File: src/rtl/quotient_bcd_encoder.sv
// Serial MSB-first binary quotient to excess-3 decimal digits.
// Collects QW bits, runs sequential double-dabble, then emits ND digits most significant first.
module quotient_bcd_encoder #(
    parameter int QW = 10,
    parameter int ND = 4
) (
    input  logic       clk,
    input  logic       rst_n,
    input  logic       in_valid,
    input  logic       in_data,
    output logic       out_valid,
    output logic [3:0] out_data
);

    localparam int CNT_MAX = (QW > ND) ? QW : ND;
    localparam int CW      = $clog2(CNT_MAX + 1);
    localparam int BW      = 4 * ND;

    localparam logic [CW-1:0] LAST_BIT = CW'(QW - 1);
    localparam logic [CW-1:0] LAST_DIG = CW'(ND - 1);

    typedef enum logic [1:0] {
        IDLE    = 2'd0,
        COLLECT = 2'd1,
        CONVERT = 2'd2,
        EMIT    = 2'd3
    } state_e;

    state_e          state_q, state_d;
    logic [QW-1:0]   quo_q, quo_d;
    logic [CW-1:0]   cnt_q, cnt_d;
    logic [BW-1:0]   bcd_q, bcd_d;
    logic            out_valid_q, out_valid_d;
    logic [3:0]      out_data_q, out_data_d;
    logic [BW-1:0]   bcd_adj;

    // Add 3 to every nibble >= 5 so that the following left shift carries correctly into the next decade.
    function automatic logic [BW-1:0] dabble_adjust(input logic [BW-1:0] bcd);
        logic [BW-1:0] adj;
        adj = bcd;
        for (int i = 0; i < ND; i++) begin
            if (bcd[4*i +: 4] >= 4'd5) begin
                adj[4*i +: 4] = bcd[4*i +: 4] + 4'd3;
            end
        end
        return adj;
    endfunction

    function automatic logic [3:0] excess3(input logic [3:0] digit);
        return digit + 4'd3;
    endfunction

    assign bcd_adj = dabble_adjust(bcd_q);

    always_comb begin
        state_d     = state_q;
        quo_d       = quo_q;
        cnt_d       = cnt_q;
        bcd_d       = bcd_q;
        out_valid_d = 1'b0;
        out_data_d  = 4'b0000;

        case (state_q)
            IDLE: begin
                if (in_valid) begin
                    // First bit lands at the LSB and reaches bit QW-1 after the remaining QW-1 shifts.
                    quo_d   = {{(QW-1){1'b0}}, in_data};
                    cnt_d   = CW'(1);
                    state_d = COLLECT;
                end
            end

            COLLECT: begin
                if (in_valid) begin
                    quo_d = {quo_q[QW-2:0], in_data};
                    if (cnt_q == LAST_BIT) begin
                        cnt_d   = '0;
                        bcd_d   = '0;
                        state_d = CONVERT;
                    end else begin
                        cnt_d = cnt_q + 1'b1;
                    end
                end else begin
                    quo_d   = '0;
                    cnt_d   = '0;
                    state_d = IDLE;
                end
            end

            CONVERT: begin
                bcd_d = (bcd_adj << 1) | BW'(quo_q[QW-1]);
                quo_d = quo_q << 1;
                if (cnt_q == LAST_BIT) begin
                    cnt_d   = '0;
                    state_d = EMIT;
                end else begin
                    cnt_d = cnt_q + 1'b1;
                end
            end

            EMIT: begin
                out_valid_d = 1'b1;
                out_data_d  = excess3(bcd_q[BW-1 -: 4]);
                bcd_d       = bcd_q << 4;
                if (cnt_q == LAST_DIG) begin
                    cnt_d   = '0;
                    state_d = IDLE;
                end else begin
                    cnt_d = cnt_q + 1'b1;
                end
            end

            default: begin
                cnt_d   = '0;
                state_d = IDLE;
            end
        endcase
    end

    always_ff @(posedge clk or negedge rst_n) begin
        if (!rst_n) begin
            state_q     <= IDLE;
            quo_q       <= '0;
            cnt_q       <= '0;
            bcd_q       <= '0;
            out_valid_q <= 1'b0;
            out_data_q  <= 4'b0000;
        end else begin
            state_q     <= state_d;
            quo_q       <= quo_d;
            cnt_q       <= cnt_d;
            bcd_q       <= bcd_d;
            out_valid_q <= out_valid_d;
            out_data_q  <= out_data_d;
        end
    end

    assign out_valid = out_valid_q;
    assign out_data  = out_data_q;

endmodule

File: config.mk
export PLATFORM = sky130hd
export DESIGN_NAME = quotient_bcd_encoder
export DESIGN_NICKNAME = d
export VERILOG_FILES = /design/src/rtl/quotient_bcd_encoder.sv
export SDC_FILE = /design/constraint.sdc
export NUM_CORES = 1
export LEC_CHECK = 0
export BUFFER_PORTS_ARGS = -buffer_cell sky130_fd_sc_hd__clkbuf_2
export CORE_ASPECT_RATIO = 1.2
export CORE_UTILIZATION = 41
export DETAILED_ROUTE_END_ITERATION = 16
export HOLD_SLACK_MARGIN = 0.12
export PLACE_DENSITY_LB_ADDON = 0.1
export SLEW_MARGIN = 20
export SYNTH_ARGS = -nofsm -noshare
export SYNTH_HDL_FRONTEND = slang
export SYNTH_SLANG_ARGS = --single-unit
File: constraint.sdc
create_clock -name clk -period 2.2 [get_ports clk]
set_clock_uncertainty 0.05 [all_clocks]
set_input_delay 0.44 -clock clk [delete_from_list [all_inputs] [get_ports clk]]
set_output_delay 0.44 -clock clk [all_outputs]
set_load 0.1 [all_outputs]
# After elaboration in Yosys (flattened, before gate mapping)
# Cells that the tools add are included.
[word_totals]
wordCells = 56
register_bits = 37
output_inout_bits = 5
inputBits = 4
[op_classes]
eq_ne = 11
order_cmp = 4
addsub = 5
bitwise_logic = 1
mux = 23
n_reduce_logical = 6
[op_table]
columns = ["op", "count"]
rows = [
  ["$pmux 16 s3", 1],
  ["$mux 16", 2],
  ["$mux 4", 8],
  ["$pmux 10 s3", 1],
  ["$mux 10", 2],
  ["$add 4x2->4 const B", 4],
  ["$ge 4x3->1 const B", 4],
  ["$or 16x1->16", 1],
  ["$pmux 4 s4", 1],
  ["$mux 2", 5],
  ["$ne 2x2->1 const B", 5],
  ["$pmux 2 s4", 1],
  ["$reduce_bool 3->1", 2],
  ["$add 4x1->4 const B", 1],
  ["$eq 2x2->1 const B", 2],
  ["$eq 4x2->1 const B", 1],
  ["$eq 4x4->1 const B", 1],
  ["$reduce_and 4->1", 1],
  ["$mux 3", 1],
  ["$ne 3x3->1 const B", 1],
  ["$reduce_and 3->1", 1],
  ["$eq 2x1->1 const B", 1],
  ["$logic_not 2->1", 1],
  ["$reduce_and 2->1", 1],
  ["$mux 1", 1],
]

# Longest topological paths before layout
# Gate-level depths: netlist (run 1).
[logic_depth]
ltp_word = 4
ltp_mapped = 8
mapped_depth_nobuf = 6

# Worst setup path before layout (run 1)
# No wires, ideal clock.
[synth_timing]
path_type = "register to register"
startpoint = "register state_q[0]"
endpoint = "register bcd_q[15]"
path_buffers = 1
slack_ps = 441
t_arrival_ps = 1583
synth_period_minus_slack_ps = 1759
required_ps = 2024
setup_ps = 126
path_stages_with_launch = 7
cell_sequence = "dfrtp_1 ha_1 buf_4 nor2_1 o22ai_2 a31o_2 a221o_1"
[synth_between]
elab_chain_cells = 3
word_cells_on_any_way = 8
cone_classes = "eq/ne (5); mux (1); reduce/logical (2)"
[synth_lines]
columns = ["element", "line_no", "rtl"]
rows = [
  ["from (decl)", "29", "state_e state_q, state_d;"],
  ["from (signal assigned)", "129", "state_q <= state_d;"],
  ["$eq 2x1->1 or $eq 2x2->1 (tied branches)", "63", "case (state_q)"],
  ["$ne 2x2->1 (no line) or $reduce_bool 3->1 (tied branches)", "--", ""],
  ["$reduce_and 3->1 (no line)", "--", ""],
  ["to (signal assigned)", "125", "bcd_q <= '0;"],
  ["to (signal assigned)", "132", "bcd_q <= bcd_d;"],
  ["to (decl)", "32", "logic [BW-1:0] bcd_q, bcd_d;"],
]
# Several ways; a longest one is shown, not always the timed one.
# A chain may end at the register's enable or synchronous reset.

==> flow_summary_export.csv, run 1 <==
group,metric,value,unit
timing,max_freq,0.4970,GHz
placement,dp_hpwl,2.853,mm
worst_setup_path,critical-path-top-delay-family,"buffers and inverters",
yosys,synth-warning-count,0,
pwr,p_leak,1.014,nW
timing,fin_tns_setup,0,ns
worst_setup_path,cp-end-kind,"register",
clock_tree,hold_buffers,0,
timing,relSlewSlack,63.90,%
grt,antenna_found_initial,0,
clock_tree,h-tree-depth,2,
timing,slew_viol_final,0,
clock_tree,cts_tree,"done",
timing,hold_viol,0,
clock_tree,cts_sinks,37,
timing,grt_setup_unrepaired,"no",
final_layout,nNetsFinal,233,
floorplan,die_area,0.005312,mm²
detailed_routing,drt-vias-per-instance,5.598,
worst_setup_path,cp.buffers_inverters,3,
flow_run,cap_violations,0,
placement,place_area,0.002176,mm²
detailed_routing,detail_route.wl_per_cell,14.95,µm
timing,setup-violations-final,0,
clock_tree,cts_made_buffers,5,
yosys,synth_ff_type,"dfrtp_1",
timing,min_period,2.012,ns
yosys,synth_seq_area_share,44.96,%
worst_setup_path,arrival,2.12,ns
yosys,async_reset_ff_share,100.0,%
yosys,synth_cells,199,
worst_setup_path,path_cells,"inv_1, ha_2, nand2_1, buf_4, o22a_1, buf_4, nand2_1, o211ai_1",
detailed_routing,vias,1517,
detailed_routing,drtPass1Iterations,4,
yosys,synth-edff-count,0,
worst_hold_path,hp-class,"in -> async",
grt,grt.overflow.total,0,
floorplan,die_y,79.64,µm
timing,period_share,91.46,%
worst_setup_path,rrSetupSlack,0.19,ns
detailed_routing,wl,4.052,mm
final_layout,antenna_cells,0,
detailed_routing,drc,0,
floorplan,coreArea,0.004696,mm²
pwr,ir_drop,0.0006240,V
floorplan,initial_core_util,43.86,%
outcome,run_status,"finished, final reports clean",
worst_setup_path,cp_max_fo,10,
floorplan,ios,9,
worst_setup_path,crit_slowest_cell,"dfrtp_1",
final_layout,post-route-util,48.76,%
detailed_routing,postRouteAntennaNets,0,
floorplan,rows,27,
grt,grt_usage,18.15,%
worst_setup_path,path_class,"reg -> reg",
pwr,powerDensity,1069,mW/mm²
grt,grt_max_degree,38,
detailed_routing,first_iter_violations,61,
worst_setup_path,required,2.31,ns
final_layout,area_growth,11.18,%
clock_tree,clk_latency,0.28,ns
worst_setup_path,worst-r2r-cell-count,8,
clock_tree,cts_root_buffer,"clkbuf_8",
floorplan,die_w,66.70,µm
yosys,avgSynthCellArea,10.35,µm²
yosys,syn-num-nets,219,
worst_setup_path,crit_path_start_kind,"register",
yosys,yosysUniqueCellTypes,43,
yosys,synthesis.area,0.002059,mm²
worst_setup_path,r2r_end,"bcd_q[10]",
clock_tree,clockBufferDepth,2,
final_layout,design_area,0.002290,mm²
grt,grt_pass1_wl,7.341,mm
final_layout,fillers,425,
timing,worstMarginPinSlew,0.5438,ns
final_layout,drive_gt1_share,15.49,%
placement,gp_congestion,0.8587,
grt,grt_pass1_vias,1618,
clock_tree,path_clk_slew,0.07,ns
pwr,total_power,2.447,mW
placement,port_buffers,8,
worst_setup_path,slowest_delay,0.42,ns
yosys,ys_ff_latch,37,
[area by class of cell]
cell class                 count  area, µm²  share of cell area, %
multi-input combinational    142       1050                  45.85
clock inverter                 2      35.03                  1.530
sequential                    37      925.9                  40.44
timing repair buffer          15      92.59                  4.044
inverter                      12      45.04                  1.967
clock buffer                   5      68.82                  3.005
tap                           58      72.57                  3.169
[Yosys cell counts, drive strengths merged (5+ instances only)]
library cell	n	share of area [%]
dfrtp	37	45
nand2	19	3.5
ha	16	9.7
o21ai	14	3.4
inv	12	2.2
a22o	11	4.7
nand3	10	2.4
xnor2	8	3.4
nand2b	7	2.1
o211ai	7	2.6
a21oi	6	1.6
buf	5	1.8
[worst max-delay path by stage]
stage | cells past startpoint | slack, ns | start | endpoint
floorplan | 6 | 0.44 | state_q[0] | bcd_q[15]
global placement | 6 | 0.30 | register | bcd_q[13]
detailed placement | 6 | 0.21 | register | bcd_q[9]
CTS | 6 | 0.19 | register | bcd_q[10]
global route | 7 | 0.06 | register | bcd_q[7]
finish | 8 | 0.19 | register | bcd_q[10]
[state kept, by name, indices dropped and copies added (netlist names), named ones only]
register   cells
quo_q         10
out_data       4
state_q        1
cnt_q          4
out_valid      1
bcd_q         16
[cell usage in the layout (no fill, tap or decap), types with 5 or more instances in the layout]
cell type | synthesis | layout
clkbuf_8 | 0 | 5
nand3_1 | 10 | 10
nand2b_1 | 7 | 7
inv_1 | 12 | 12
xnor2_1 | 8 | 8
o21ai_0 | 12 | 12
clkbuf_2 | 1 | 8
ha_1 | 16 | 15
o211ai_1 | 7 | 7
dfrtp_1 | 37 | 37
a22o_1 | 11 | 11
a21oi_1 | 5 | 5
nand2_1 | 19 | 19
buf_4 | 2 | 7
[kinds of logic (layout without fill, tap and decap cells)]
group                      after synthesis  after routing  share of synthesized area, %
AOI/OAI and AO/OA                       59             59                         21.26
xor gates and xnor gates                 9              9                         3.828
adders and majority gates               16             16                         9.720
buffers and inverters                   20             34                         4.556
DFF                                     37             37                         44.96
muxes                                    4              4                         2.126
and+or+nand+nor                         54             54                         13.55
[what timing repair did]
action | CTS | global route
setup endpoints to repair | 0 | 6
gates resized for setup | 0 | 2
setup buffers | 0 | 0
[per-layer routing]
layer / wire length (µm) / GRT usage (%)
met5: 0 / 0
met4: 38 / 4.468
met3: 83 / 4.857
met2: 2094 / 32.73
met1: 1834 / 20.80
[power by group]
group / internal [mW] / switching, mW / total, mW / leakage (nW)
Clock: 0.329 / 0.234 / 0.564 / 0.0540
Combinational: 0.345 / 0.649 / 0.994 / 0.455
Sequential: 0.780 / 0.109 / 0.889 / 0.505
[per-stage QoR]
step / setup WS [ns] / hold WS (ns) / std cells
2_1_floorplan: 0.4407 / 0.09441 / 199
3_3_place_gp: 0.3019 / 0.4303 / 264
3_5_place_dp: 0.2113 / 0.4266 / 264
4_1_cts: 0.1923 / 0.1653 / 271
5_1_grt: 0.06294 / 0.1873 / 271
6_report: 0.1880 / 0.1510 / 271
No activity file was read; power rests on OpenSTA's default activity.
==> run 2, diff against run 1 <==
--- a/config.mk
+++ b/config.mk
@@ -7,7 +7,7 @@
 export LEC_CHECK = 0
 export BUFFER_PORTS_ARGS = -buffer_cell sky130_fd_sc_hd__clkbuf_2
 export CORE_ASPECT_RATIO = 1.2
-export CORE_UTILIZATION = 41
+export CORE_UTILIZATION = 40
 export DETAILED_ROUTE_END_ITERATION = 16
 export HOLD_SLACK_MARGIN = 0.12
 export PLACE_DENSITY_LB_ADDON = 0.1
@@ -15,3 +15,4 @@
 export SYNTH_ARGS = -nofsm -noshare
 export SYNTH_HDL_FRONTEND = slang
 export SYNTH_SLANG_ARGS = --single-unit
+export TNS_END_PERCENT = 10
==> run 2 against run 1 <==
Net effect: worst hold slack got worse by 0.027 ns; highest routed layer unchanged; cell count increased by 0.37%; largest cell class unchanged; combinational power decreased by 3.1%; global-route usage decreased by 0.78 points; critical path type unchanged.
==> flow_summary_export.csv, run 2 (synthesized netlist as in run 1, its figures left out) <==
group,metric,value,unit
final_layout,layout_common_cells,"37 x dfrtp_1, 19 x nand2_1, 16 x ha_1",
clock_tree,cts_sinks,37,
placement,port_buffers,8,
detailed_routing,drt-vias-per-instance,5.548,
placement,dp_hpwl,2.797,mm
grt,grt_pass1_vias,1574,
worst_setup_path,cp_common_cell,"nand2_1",
clock_tree,path_clk_slew,0.08,ns
timing,hold_viol,0,
final_layout,multi_input_area,0.001040,mm²
final_layout,max_flop_register,"bcd_q",
timing,grt_setup_unrepaired,"no",
pwr,switching_share,40.23,%
final_layout,largest_register_ff_count,16,
worst_setup_path,critical-path-top-delay-family,"compound AO/OA/AOI/OAI gates",
timing,setup-violations-final,0,
floorplan,die_y,80.60,µm
timing,max_freq,0.5045,GHz
clock_tree,post-cts-setup-buffer-count,0,
floorplan,coreArea,0.004940,mm²
worst_setup_path,crit_slowest_cell,"dfrtp_1",
pwr,seq_power_share,35.8,%
worst_setup_path,arrival,2.14,ns
clock_tree,cts_resized,0,
pwr,ir_drop,0.0006341,V
detailed_routing,vias,1509,
clock_tree,cts_root_buffer,"clkbuf_8",
final_layout,stdcell_count,272,
final_layout,fillers,442,
grt,grt_pass1_wl,7.127,mm
pwr,total_power,2.473,mW
pwr,p_clk_share,25.3,%
worst_setup_path,cp_max_fo,8,
outcome,run_status,"finished, final reports clean",
grt,grt.overflow.total,0,
floorplan,initial_core_util,41.69,%
placement,placedCellCount,264,
final_layout,seq_area,925.9,µm²
timing,min_period,1.982,ns
grt,grt_max_degree,38,
pwr,comb_power_share,38.9,%
detailed_routing,detail_route.wl_per_cell,14.75,µm
worst_setup_path,cp-end-kind,"register",
grt,antenna_found_initial,0,
timing,setup_ws,0.2177,ns
worst_setup_path,path_cells,"inv_1, ha_1, nand2_1, o22ai_2, nand2_1, o211ai_1",
final_layout,area_growth,10.87,%
worst_setup_path,crit_path_start_kind,"register",
clock_tree,hold_buffers,0,
final_layout,drive_gt1_share,14.62,%
clock_tree,cts_tree,"done",
detailed_routing,first_iter_violations,103,
worst_setup_path,required,2.36,ns
timing,period_share,90.10,%
pwr,power.switching,994.7,µW
floorplan,die_area,0.005441,mm²
flow_run,cap_violations,0,
final_layout,nNetsFinal,231,
final_layout,top_regs,"bcd_q: 16 flops, quo_q: 10 flops",
placement,pre_cts_slack,0.2626,ns
timing,worstMarginPinSlew,0.5405,ns
floorplan,die_w,67.50,µm
clock_tree,h-tree-depth,2,
pwr,p_leak,1.010,nW
detailed_routing,postRouteAntennaNets,0,
timing,whs,0.1243,ns
worst_hold_path,hp-class,"in -> async",
clock_tree,clockBufferDepth,2,
final_layout,mostFrequentLayoutCell,"dfrtp_1",
worst_setup_path,cp.buffers_inverters,1,
placement,gp_congestion,0.8255,
detailed_routing,drtPass1Iterations,4,
pwr,p_int,1.478,mW
clock_tree,cts_made_buffers,5,
worst_setup_path,path_class,"reg -> reg",
floorplan,ios,9,
worst_setup_path,slowest_delay,0.42,ns
detailed_routing,drc,0,
worst_setup_path,rrSetupSlack,0.22,ns
timing,fin_tns_setup,0,ns
floorplan,rows,28,
timing,relSlewSlack,64.12,%
clock_tree,clk_latency,0.29,ns
grt,grt_usage,17.37,%
detailed_routing,wl,4.012,mm
final_layout,antenna_cells,0,
timing,slew_viol_final,0,
pwr,powerDensity,1083,mW/mm²
==> run 2: power groups by stage <==
stage | combinational [mW] | clock (mW) | sequential (mW)
2_1_floorplan | 0.661 | 0 | 0.998
3_3_place_gp | 0.939 | 0 | 0.895
3_5_place_dp | 0.968 | 0 | 0.900
4_1_cts | 0.972 | 0.641 | 0.886
5_1_grt | 1.06 | 0.669 | 0.903
6_report | 0.963 | 0.626 | 0.884
==> run 2: routing by layer <==
metal	track usage, %	part of all wire [%]
met4	6.596	1.1
met1	21.47	46
met2	28.51	50
met5	0	0
met3	4.261	2.7
==> run 2: final timing paths <==
path,from,endpoint,cells past startpoint
setup reg to reg,register,bcd_q[9],6
min in group clk,in_data,quo_q[0],3
hold reg to reg,quo_q[8],quo_q[9],1
hold / removal,rst_n,bcd_q[6],2
max in group asynchronous,rst_n,out_valid,2
setup / recovery,register,bcd_q[9],6
==> run 2: cell type report <==
class / count / area share (%)
clock buffer: 6 / 3.616
clock inverter: 2 / 1.644
inverter: 12 / 1.973
multi-input combinational: 142 / 45.53
sequential: 37 / 40.55
tap: 60 / 3.288
timing repair buffer: 13 / 3.397
==> run 2: metrics by stage <==
stage	util, %	cell area [µm²]
final	46.23	2283
after global routing	46.23	2283
after CTS	46.23	2283
after detailed placement	43.79	2163
after global placement	43.79	2163
after floorplan	-	2059
==> run 3, diff against run 2 <==
--- a/config.mk
+++ b/config.mk
@@ -7,7 +7,7 @@
 export LEC_CHECK = 0
 export BUFFER_PORTS_ARGS = -buffer_cell sky130_fd_sc_hd__clkbuf_2
 export CORE_ASPECT_RATIO = 1.2
-export CORE_UTILIZATION = 40
+export CORE_UTILIZATION = 60
 export DETAILED_ROUTE_END_ITERATION = 16
 export HOLD_SLACK_MARGIN = 0.12
 export PLACE_DENSITY_LB_ADDON = 0.1
==> run 3 against run 2 <==
Net effect: first-iteration DRC count shrank 30%; sequential power about the same; cell count decreased by 8.1%; sequential cell count is the same; fmax up 3.7%; core utilization rose by 25 points; setup slack better by 0.070 ns; critical endpoint is now bcd_q[5].
==> flow_summary_export.csv, run 3 (synthesized netlist as in run 1, its figures left out) <==
group,metric,value,unit
worst_setup_path,slowest_delay,0.43,ns
final_layout,design_area,0.002240,mm²
floorplan,ios,9,
clock_tree,clockBufferDepth,2,
worst_setup_path,path_class,"reg -> reg",
timing,setup_ws,0.2877,ns
outcome,run_status,"finished, final reports clean",
placement,place_area,0.002141,mm²
pwr,p_leak,1.007,nW
timing,grt_setup_unrepaired,"no",
final_layout,top_regs,"bcd_q: 16 flops, quo_q: 10 flops",
clock_tree,cts_resized,0,
final_layout,mostFrequentLayoutCell,"dfrtp_1",
final_layout,max_flop_register,"bcd_q",
timing,min_period,1.912,ns
worst_hold_path,holdCritStartpoint,"in_data",
worst_setup_path,cp_max_fo,7,
detailed_routing,detail_route.wl_per_cell,15.72,µm
grt,grt_pass1_vias,1626,
timing,whs,0.3095,ns
final_layout,area_growth,8.749,%
detailed_routing,met2_length,2.057,mm
detailed_routing,drtPass1Iterations,4,
detailed_routing,wl,3.931,mm
final_layout,antenna_cells,0,
pwr,powerDensity,1058,mW/mm²
clock_tree,h-tree-depth,2,
detailed_routing,first_iter_violations,72,
timing,period_share,86.92,%
floorplan,rows,22,
final_layout,stdcell_count,250,
grt,grt.overflow.total,0,
worst_setup_path,cp.buffers_inverters,1,
flow_run,cap_violations,0,
timing,slew_viol_final,0,
timing,max_freq,0.5229,GHz
placement,port_buffers,8,
worst_setup_path,rrSetupSlack,0.29,ns
timing,worstMarginPinSlew,0.5400,ns
detailed_routing,met3_length,131,µm
floorplan,initial_core_util,65.06,%
grt,grt_max_degree,26,
clock_tree,path_clk_slew,0.11,ns
worst_setup_path,crit_slowest_cell,"dfrtp_1",
floorplan,die_y,66.18,µm
worst_setup_path,critical-path-top-delay-family,"compound AO/OA/AOI/OAI gates",
clock_tree,cts_root_buffer,"clkbuf_4",
detailed_routing,drc,0,
clock_tree,cts_sinks,37,
placement,dp_hpwl,2.857,mm
worst_hold_path,hp-class,"in -> reg",
pwr,ir_drop,0.0007786,V
grt,antenna_found_initial,0,
final_layout,nNetsFinal,233,
timing,setup-violations-final,0,
timing,hold_viol,0,
clock_tree,clk_latency,0.35,ns
clock_tree,cts_tree,"done",
placement,gp_congestion,0.7884,
worst_setup_path,crit_path_start_kind,"register",
detailed_routing,postRouteAntennaNets,0,
detailed_routing,drt-vias-per-instance,6.172,
detailed_routing,vias,1543,
worst_setup_path,cp-end-kind,"register",
placement,placedCellCount,241,
floorplan,coreArea,0.003166,mm²
clock_tree,cts_made_buffers,5,
worst_setup_path,required,2.41,ns
placement,pre_cts_slack,0.2983,ns
floorplan,die_w,55.48,µm
floorplan,die_area,0.003672,mm²
final_layout,drive_gt1_share,14.95,%
timing,fin_tns_setup,0,ns
worst_setup_path,arrival,2.12,ns
final_layout,layout_common_cells,"37 x dfrtp_1, 19 x nand2_1, 16 x ha_1",
grt,grt_usage,25.45,%
detailed_routing,dr.max_layer_used,"met4",
timing,relSlewSlack,64.16,%
worst_setup_path,cp_common_cell,"nand2_1",
worst_setup_path,path_cells,"inv_1, ha_1, nand2_1, o22ai_2, nand2_1, o211ai_1",
clock_tree,post-cts-setup-buffer-count,0,
grt,grt_pass1_wl,7.127,mm
final_layout,largest_register_ff_count,16,
detailed_routing,drt-met1-wl,1.639,mm
clock_tree,hold_buffers,1,
## run 3: cell type report
cell class	count	area (µm²)
flip-flops and latches	37	925.9
fillers	229	925.9
multi-input cells	142	1040
clock inverters	2	37.54
clock buffers	6	51.30
inverters	12	45.04
repair buffers	15	95.09
well taps	36	45.04
## run 3: layer usage
layer / vias up / track usage, %
met1: 760 / 27.44
li1: 742 / -
met5: - / 0
met4: 0 / 11.56
met3: 12 / 6.458
met2: 29 / 46.84
## run 3: stage by stage
| stage | util [%] | power [mW] |
|---|---|---|
| floorplan | - | 1.659 |
| detailed placement | 67.63 | 1.871 |
| CTS | 70.75 | 2.376 |
| finish | 70.75 | 2.370 |
| global route | 70.75 | 2.529 |
| global placement | 67.63 | 1.818 |
## run 3: path summary, 6_finish.rpt
path,endpoint,depth (start not counted)
worst max-delay path,bcd_q[5],6
worst min-delay path,quo_q[0],3
worst max register to register,bcd_q[5],6
worst min register to register,quo_q[5],1
max in group asynchronous,quo_q[7],3
min in group asynchronous,bcd_q[3],2
## run 3: worst register-to-register path: stages (launching register included)
cell and delay (ns):
dfrtp_1 0.43, inv_1 0.13, ha_1 0.24, nand2_1 0.16, o22ai_2 0.33, nand2_1 0.25
o211ai_1 0.23
## run 3: power by group
| part | internal (mW) | switching (mW) | total, mW |
|---|---|---|---|
| sequential | 0.779 | 0.107 | 0.887 |
| clock | 0.270 | 0.238 | 0.508 |
| combinational | 0.338 | 0.637 | 0.975 |
| total | 1.39 | 0.982 | 2.37 |
